==> src/rtl/uart_pkg.sv <==
// uart_pkg: state encoding and clock/baud defaults shared by the UART transmitter and receiver
package uart_pkg;
   localparam int UART_CLK_FREQ  = 50000000;
   localparam int UART_BAUD_RATE = 115200;
   localparam logic [2:0] ST_IDLE   = 3'd0;
   localparam logic [2:0] ST_START  = 3'd1;
   localparam logic [2:0] ST_DATA   = 3'd2;
   localparam logic [2:0] ST_PARITY = 3'd3;
   localparam logic [2:0] ST_STOP   = 3'd4;
   function automatic logic parity_bit(input logic [7:0] d, input logic odd);
      return ^d ^ odd;
   endfunction
endpackage

==> src/rtl/uart_baud_gen.sv <==
// uart_baud_gen: bit-period counter, ticks on the last clock of each bit and restarts on clear
module uart_baud_gen #(
   parameter int BAUD_TICK_COUNT = 434
) (
   input  logic clk,
   input  logic rst,
   input  logic clear,
   output logic tick
);
   logic [15:0] cnt;
   assign tick = cnt == 16'(BAUD_TICK_COUNT - 1);
   always_ff @(posedge clk)
      cnt <= (rst || clear || tick) ? '0 : cnt + 16'd1;
endmodule

==> src/rtl/uart_tx.sv <==
// uart_tx: 8-bit UART transmitter with optional parity and 1 or 2 stop bits, registered tx output
module uart_tx
   import uart_pkg::*;
#(
   parameter int CLK_FREQ        = UART_CLK_FREQ,
   parameter int BAUD_RATE       = UART_BAUD_RATE,
   parameter int BAUD_TICK_COUNT = CLK_FREQ / BAUD_RATE,
   parameter int PARITY_EN       = 0,
   parameter int PARITY_ODD      = 0,
   parameter int STOP_BITS       = 1
) (
   input  logic       clk,
   input  logic       rst,
   input  logic [7:0] data_in,
   input  logic       data_valid,
   output logic       data_ready,
   output logic       tx,
   output logic       busy,
   output logic       tx_done
);
   logic [2:0] state;
   logic [7:0] sh;
   logic [2:0] idx;
   logic       par;
   logic       tick;
   logic       accept;
   assign data_ready = state == ST_IDLE && !rst;
   assign accept     = data_valid && data_ready;
   assign busy       = state != ST_IDLE;
   uart_baud_gen #(.BAUD_TICK_COUNT(BAUD_TICK_COUNT)) u_baud (
      .clk(clk),
      .rst(rst),
      .clear(accept),
      .tick(tick)
   );
   // tx is loaded with the level of the state being entered, so it changes with the state register
   always_ff @(posedge clk) begin
      if (rst) begin
         state   <= ST_IDLE;
         tx      <= 1'b1;
         tx_done <= 1'b0;
         sh      <= '0;
         idx     <= '0;
         par     <= 1'b0;
      end else begin
         tx_done <= 1'b0;
         if (accept) begin
            state <= ST_START;
            tx    <= 1'b0;
            sh    <= data_in;
            par   <= parity_bit(data_in, PARITY_ODD != 0);
            idx   <= '0;
         end else if (tick) begin
            case (state)
               ST_START: begin
                  state <= ST_DATA;
                  tx    <= sh[0];
                  idx   <= '0;
               end
               ST_DATA: begin
                  if (idx == 3'd7) begin
                     state <= PARITY_EN != 0 ? ST_PARITY : ST_STOP;
                     tx    <= PARITY_EN != 0 ? par : 1'b1;
                     idx   <= '0;
                  end else begin
                     idx <= idx + 3'd1;
                     tx  <= sh[idx + 3'd1];
                  end
               end
               ST_PARITY: begin
                  state <= ST_STOP;
                  tx    <= 1'b1;
               end
               ST_STOP: begin
                  if (idx == 3'(STOP_BITS - 1)) begin
                     state   <= ST_IDLE;
                     tx_done <= 1'b1;
                     idx     <= '0;
                  end else begin
                     idx <= idx + 3'd1;
                  end
               end
               default: begin
                  state <= ST_IDLE;
                  tx    <= 1'b1;
               end
            endcase
         end
      end
   end
endmodule

==> config.mk <==
export PLATFORM = sky130hd
export DESIGN_NAME = uart_tx
export DESIGN_NICKNAME = d
export VERILOG_FILES = /design/src/rtl/uart_pkg.sv /design/src/rtl/uart_baud_gen.sv /design/src/rtl/uart_tx.sv
export SDC_FILE = /design/constraint.sdc
export NUM_CORES = 1
export LEC_CHECK = 0
export ABC_AREA = 1
export BUFFER_PORTS_ARGS = -buffer_cell sky130_fd_sc_hd__buf_2
export CORE_ASPECT_RATIO = 0.7
export CORE_UTILIZATION = 44
export DETAILED_ROUTE_END_ITERATION = 16
export GPL_TIMING_DRIVEN = 1
export PLACE_DENSITY = 0.62
export SLEW_MARGIN = 5
export SYNTH_ARGS = -nofsm -noshare
export SYNTH_HDL_FRONTEND = slang
export SYNTH_SLANG_ARGS = --single-unit
==> constraint.sdc <==
create_clock -name clk -period 2.6 [get_ports clk]
set_clock_uncertainty 0.15 [all_clocks]
set_input_delay 0.13 -clock clk [delete_from_list [all_inputs] [get_ports clk]]
set_output_delay 0.13 -clock clk [all_outputs]
set_load 0.03 [all_outputs]
## Word-level counts from Yosys, hierarchy flattened

Cells that the tools add are included.

| storage, ports and cells | value |
|---|---|
| register bits | 32 |
| bits of input ports | 11 |
| logic and storage cells | 54 |

| cells by class | value |
|---|---|
| add/subtract/negate cells | 2 |
| $lt $le $gt $ge | 1 |
| equality and inequality tests | 11 |
| mux-type cells | 15 |
| bitwise logic cells | 2 |
| reductions and logical operators | 16 |

Operators by type and width:

| cell | count |
|---|---|
| $add 16x1->16 const B | 1 |
| $eq 16x9->1 const B | 1 |
| $mux 3 | 4 |
| $pmux 3 s4 | 1 |
| $pmux 3 s3 | 1 |
| $mux 1 | 7 |
| $eq 3x2->1 const B | 2 |
| $eq 3x3->1 const B | 2 |
| $logic_not 3->1 | 2 |
| $ne 3x2->1 const B | 2 |
| $reduce_and 3->1 | 2 |
| $reduce_bool 3->1 | 2 |
| $lt 3x4->1 const B | 1 |
| $ne 2x2->1 const B | 2 |
| $reduce_and 2->1 | 2 |
| $reduce_or 4->1 | 1 |
| $add 3x1->3 const B | 1 |
| $bmux 1 s3 | 1 |
| $eq 3x1->1 const B | 1 |
| $pmux 1 s3 | 1 |
| $logic_and 1x1->1 | 2 |
| $logic_or 1x1->1 | 2 |
| $ne 2x1->1 const B | 1 |
| $not 1->1 | 2 |
| other kinds (3) | 3 |

## Logic depth before layout (Yosys ltp)

| logic depth | value |
|---|---|
| word-level depth | 7 |
| depth in mapped cells | 10 |
| depth with buffers taken out | 10 |

## By module

A second synthesis with hierarchy kept.

| unflattened totals | value |
|---|---|
| cells, all modules | 254 |
| area total of the unflattened synthesis | 1754.2 sq um |

By module, submodules not included:

| module | times used | cells an instance | area each (sq um) | sequential area each (sq um) |
|---|---|---|---|---|
| uart_tx | 1 | 131 | 900.9 | 320.3 |
| uart_baud_gen | 1 | 123 | 853.3 | 320.3 |

## Worst setup path before layout

Ideal clock, no wire load.

| timing path | value |
|---|---|
| kind | register -> register |
| start | register state[0] |
| end | register u_baud.cnt[8] |
| library setup time | 0.115 ns |
| arrival time | 1.335 ns |
| path slack | 1.000 ns |
| stages on the path, launching flop included | 8 |
| clock period less this slack | 1.600 ns |
| cell sequence | dfxtp_1 > nor2_2 > nand2_2 > nor2_4 > nand2_4 > nand3_4 > buf_6 > nor2_2 |

| on the way | value |
|---|---|
| longest elaborated chain between the ends | 5 |

RTL lines:

| item | RTL line | source |
|---|---|---|
| start: declaration | uart_tx.sv:21 | `logic [2:0] state;` |
| start signal: assignment | uart_tx.sv:62 | `state <= PARITY_EN != 0 ? ST_PARITY : ST_STOP;` |
| $logic_not 3->1 | uart_tx.sv:27 | `assign data_ready = state == ST_IDLE && !rst;` |
| $logic_and 1x1->1 | uart_tx.sv:27 |  |
| via data_ready | uart_tx.sv:16 | `output logic data_ready,` |
| $logic_and 1x1->1 | uart_tx.sv:28 | `assign accept = data_valid && data_ready;` |
| $logic_or 1x1->1 (2 in series) | uart_baud_gen.sv:13 | `cnt <= (rst \|\| clear \|\| tick) ? '0 : cnt + 16'd1;` |
| end signal: assignment | uart_baud_gen.sv:13 |  |
| end: declaration | uart_baud_gen.sv:10 | `logic [15:0] cnt;` |

The timed path passes the listed nets, and every way through them passes these cells.
A chain may end at the register's enable or synchronous reset.

## Final worst setup path

| timing path | value |
|---|---|
| start | register idx[0] |
| end | register tx |

| on the way | value |
|---|---|
| longest elaborated chain between the ends | 7 |
| elaborated cells between the ends (all ways) | 8 |
| classes of those cells | 1 x add/sub; 1 x eq/ne; 6 x mux |

RTL lines:

| item | RTL line | source |
|---|---|---|
| start: declaration | uart_tx.sv:23 | `logic [2:0] idx;` |
| start signal: assignment | uart_tx.sv:66 | `idx <= idx + 3'd1;` |
| start signal: assignment | uart_tx.sv:80 | `idx <= idx + 3'd1;` |
| $add 3x1->3 | uart_tx.sv:67 | `tx <= sh[idx + 3'd1];` |
| $bmux 1 s3 | uart_tx.sv:67 |  |
| $mux 1 (implied by the code) | uart_tx.sv:67 |  |
| $mux 1 (*) | uart_tx.sv:61 | `if (idx == 3'd7) begin` |
| $pmux 1 s3 (*) | uart_tx.sv:54 | `case (state)` |
| $mux 1 (*) | uart_tx.sv:53 | `end else if (tick) begin` |
| $mux 1 (*) | uart_tx.sv:47 | `if (accept) begin` |
| end signal: assignment | uart_tx.sv:57 | `tx <= sh[0];` |
| end signal: assignment | uart_tx.sv:63 | `tx <= PARITY_EN != 0 ? par : 1'b1;` |
| end signal: assignment | uart_tx.sv:67 |  |
| end: declaration | uart_tx.sv:17 | `output logic tx,` |

Every way passes the cells marked *; elsewhere a longest branch is shown, timed or not. The select of a mux whose other input is x is not followed.

==> results by group <==
Outcome
  • Status: finished clean

Timing
  • Post-layout min period: roughly 1.8 ns
  • Total negative slack: 0 ns
  • Final period util: 0.674
  • Fmax: ~0.57 GHz
  • Max-slew violations: 0
  • Final setup vio count: 0
  • Final Hold Viols: 0
  • RSZ-0062 raised after global routing: no
  • Worst slew pin tran: between 0.3 and 0.4 ns
  • Slew headroom: 0.784

Yosys
  • Complex-gate fraction of the synthesized area: 0.104
  • Post-synth top area share: 0.360
  • Seq/Total Area, Yosys: 0.360
  • Syn nets: 258
  • Synth area leaders: dfxtp_1, nand2_1, nand3_1, inv_1, nor2_1
  • Synth Area in Adders: 0.0351
  • Simple-Gate Fraction of Synth Area: 0.394
  • Seq cells post-synth: 32
  • Cell Area, Synth: approximately 1800 um2
  • Mux share of post-synthesis cell area: 0
  • Largest family of logic cells by synthesized area: simple AND/OR/NAND/NOR gates
  • Area share of xor/xnor cells in the synthesized design: 0.0197
  • Syn. warnings: 0
  • Leading area contributor after synthesis: dfxtp_1
  • Netlist cell types: 27
  • Mapped Cells: 242
  • Avg Cell Area, Syn: 7.36 um2

Die
  • Rows: 18
  • I/O pins: 15
  • Die ar.: 4310 um2
  • Die width: 78.1 um
  • Core box area: 3690 um2
  • Die Span Y: 55.2 um
  • Starting Density: 0.482

Clock network
  • CTS tree: yes
  • Total CTS buffers: 5
  • Cts-stage hold buffer count: 9
  • Resize count post-CTS: 0
  • Root Driver: clkbuf_8
  • Clk slew on worst S/H paths: approximately 0.070 ns
  • Later-pin clock latency in the skew report: 0.28 ns
  • Post-CTS Setup Bufs: 0
  • Htree depth: 2
  • Clock buffer depth: 2
  • Sink Count: 32

Global route
  • Total gr overflow: 0
  • Initial antenna violation count: 0
  • Vias in the first global route: about 1,400
  • Pin count of the biggest net entering global routing: 17
  • GRT Util Overall: 0.194
  • Global-route wire length before repair: 6510 um

Critical path
  • Worst-path fanout max: 7
  • Crit-path cells: ha_1, ha_1, inv_1, nand3_1, nand3_1, nand3_1, nand2_1, nand2_1, nand2_1, nand2_1
  • Data arrival time of the critical path: 1.79 ns
  • Slowest CP cell: dfxtp_1
  • Max incr delay on CP: 0.38 ns
  • R2r startpoint: idx[0]
  • R2R Path End: tx
  • FF-to-FF setup slack: 0.85 ns
  • Most frequent CP cell: nand2_1
  • Crit path kind: reg -> reg
  • Element type at the critical path end: flop
  • Req. time, crit path: 2.63 ns
  • Reg2Reg Depth: 10
  • Type of origin of the critical path: flop

Flow run
  • Total of max-cap violations: 0

Pwr
  • Power Density: about 480 nW/um2
  • Overall Power: 991 uW
  • Lkg Pwr: 0.000841 uW
  • VDD IR max: 0.000314 V

Routing
  • Via Count: 1,575
  • Wire per inst: roughly 12 um
  • DRC Markers: 0
  • First-pass DRT Iterations: 4
  • Routed Antenna Nets: 0
  • Vias per cell: 4.91
  • Drt total wl: approximately 3800 um
  • Initial DRC count: 103

Min path
  • Hold endpoint: state[0]
  • Hold path startpoint: data_valid
  • Hold Path Stages: 3
  • Hold crit path type: in -> reg

Place
  • Global placement routability congestion: 0.855
  • Port Buffer Count: 14
  • Dpl hpwl: between 2000 and 3000 um

Cells and area
  • Nets@finish: approximately 290
  • Diode count: 0
  • Commonest non-fill, non-tap cell in the layout: nand2_1
  • Share of layout cells above drive strength 1: 0.236
  • Most frequent cells in the layout: nand2_1, dfxtp_1, inv_1
  • Layout Utilization: 0.561
  • Synth-to-layout area growth: 16.2%
  • FILL cells: 372
-- sequential cells by signal, indices dropped and copies added, names as in the netlist --
name	count
tx_done	1
tx	1
sh	8
u_baud.cnt	16
idx	3
state	3
-- cells by family (layout without fill, tap and decap cells) --
| family | count (synthesis) | in the layout |
|---|---|---|
| AND/OR/NAND/NOR | 134 | 134 |
| flip-flops | 32 | 32 |
| buffers and inverters | 39 | 68 |
| adder cells (fa/ha/maj) | 5 | 5 |
| XOR/XNOR | 4 | 4 |
| AO/OA/AOI/OAI | 28 | 28 |
-- where the power goes --
group	switching [uW]	internal [uW]	leakage, uW
clock network	186	182	0.0000410
logic	58.8	44.0	0.000540
registers	13.3	507	0.000260
-- per-stage QoR --
stage	setup WS (ns)	instance area (um2)	hold WS, ns	cells
after floorplan	1.00	1780	0.0755	242
after global placement	0.859	1900	0.184	305
after detailed placement	0.874	1900	0.188	305
after CTS	0.858	2070	0.00321	321
after global routing	0.700	2070	0.0331	321
final	0.847	2070	0.0144	321
-- area by class of cell --
type / count / area [um2] / share of cell area
inverter: 38 / 145 / 0.0701
tap: 50 / 62.6 / 0.0302
clock inverter: 1 / 5.00 / 0.00242
multi-input combinational: 171 / 985 / 0.476
timing repair buffer: 23 / 160 / 0.0773
clock buffer: 6 / 72.6 / 0.0350
sequential: 32 / 641 / 0.309
-- layer usage --
metal	vias to the layer above	share of wire	global-route usage
met5	-	0	0
met1	686	0.59	0.320
met3	4	0.065	0.0661
li1	843	-	-
met2	42	0.34	0.221
met4	0	0.010	0.0556
-- Yosys cell counts --
master and n:
nand2_1 44, dfxtp_1 32, inv_1 28, nand3_1 24, nor2_1 19, nor2_2 10, inv_2 9, a21oi_1 8
nand2_2 8, nand4_1 8, a22o_1 7, nor3_1 7, ha_1 5, o21ai_0 5, a21oi_2 4, nor2_4 4
xor2_1 4, nand2_4 3, nor3_2 3, o21ai_1 3, buf_6 1, inv_4 1, nand3_4 1, nand3b_1 1
nor3b_1 1, nor4_1 1, o21ai_2 1
-- worst max path at each step --
stage               depth (start not counted)     start       endpoint
detailed placement                         10    idx[0]             tx
global route                               10    idx[0]             tx
floorplan                                   7  state[0]  u_baud.cnt[8]
CTS                                        10    idx[0]             tx
finish                                     10    idx[0]             tx
global placement                           10    idx[0]             tx
-- worst max-delay path: cells and delay by family (launching register included) --
| family | cells | cell delay [ns] |
|---|---|---|
| flops | 1 | 0.38 |
| simple gates | 7 | 0.47 |
| buf+inv | 1 | 0.11 |
| fa+ha+maj | 2 | 0.54 |
Note: power is estimated with default switching activity, not from simulation.
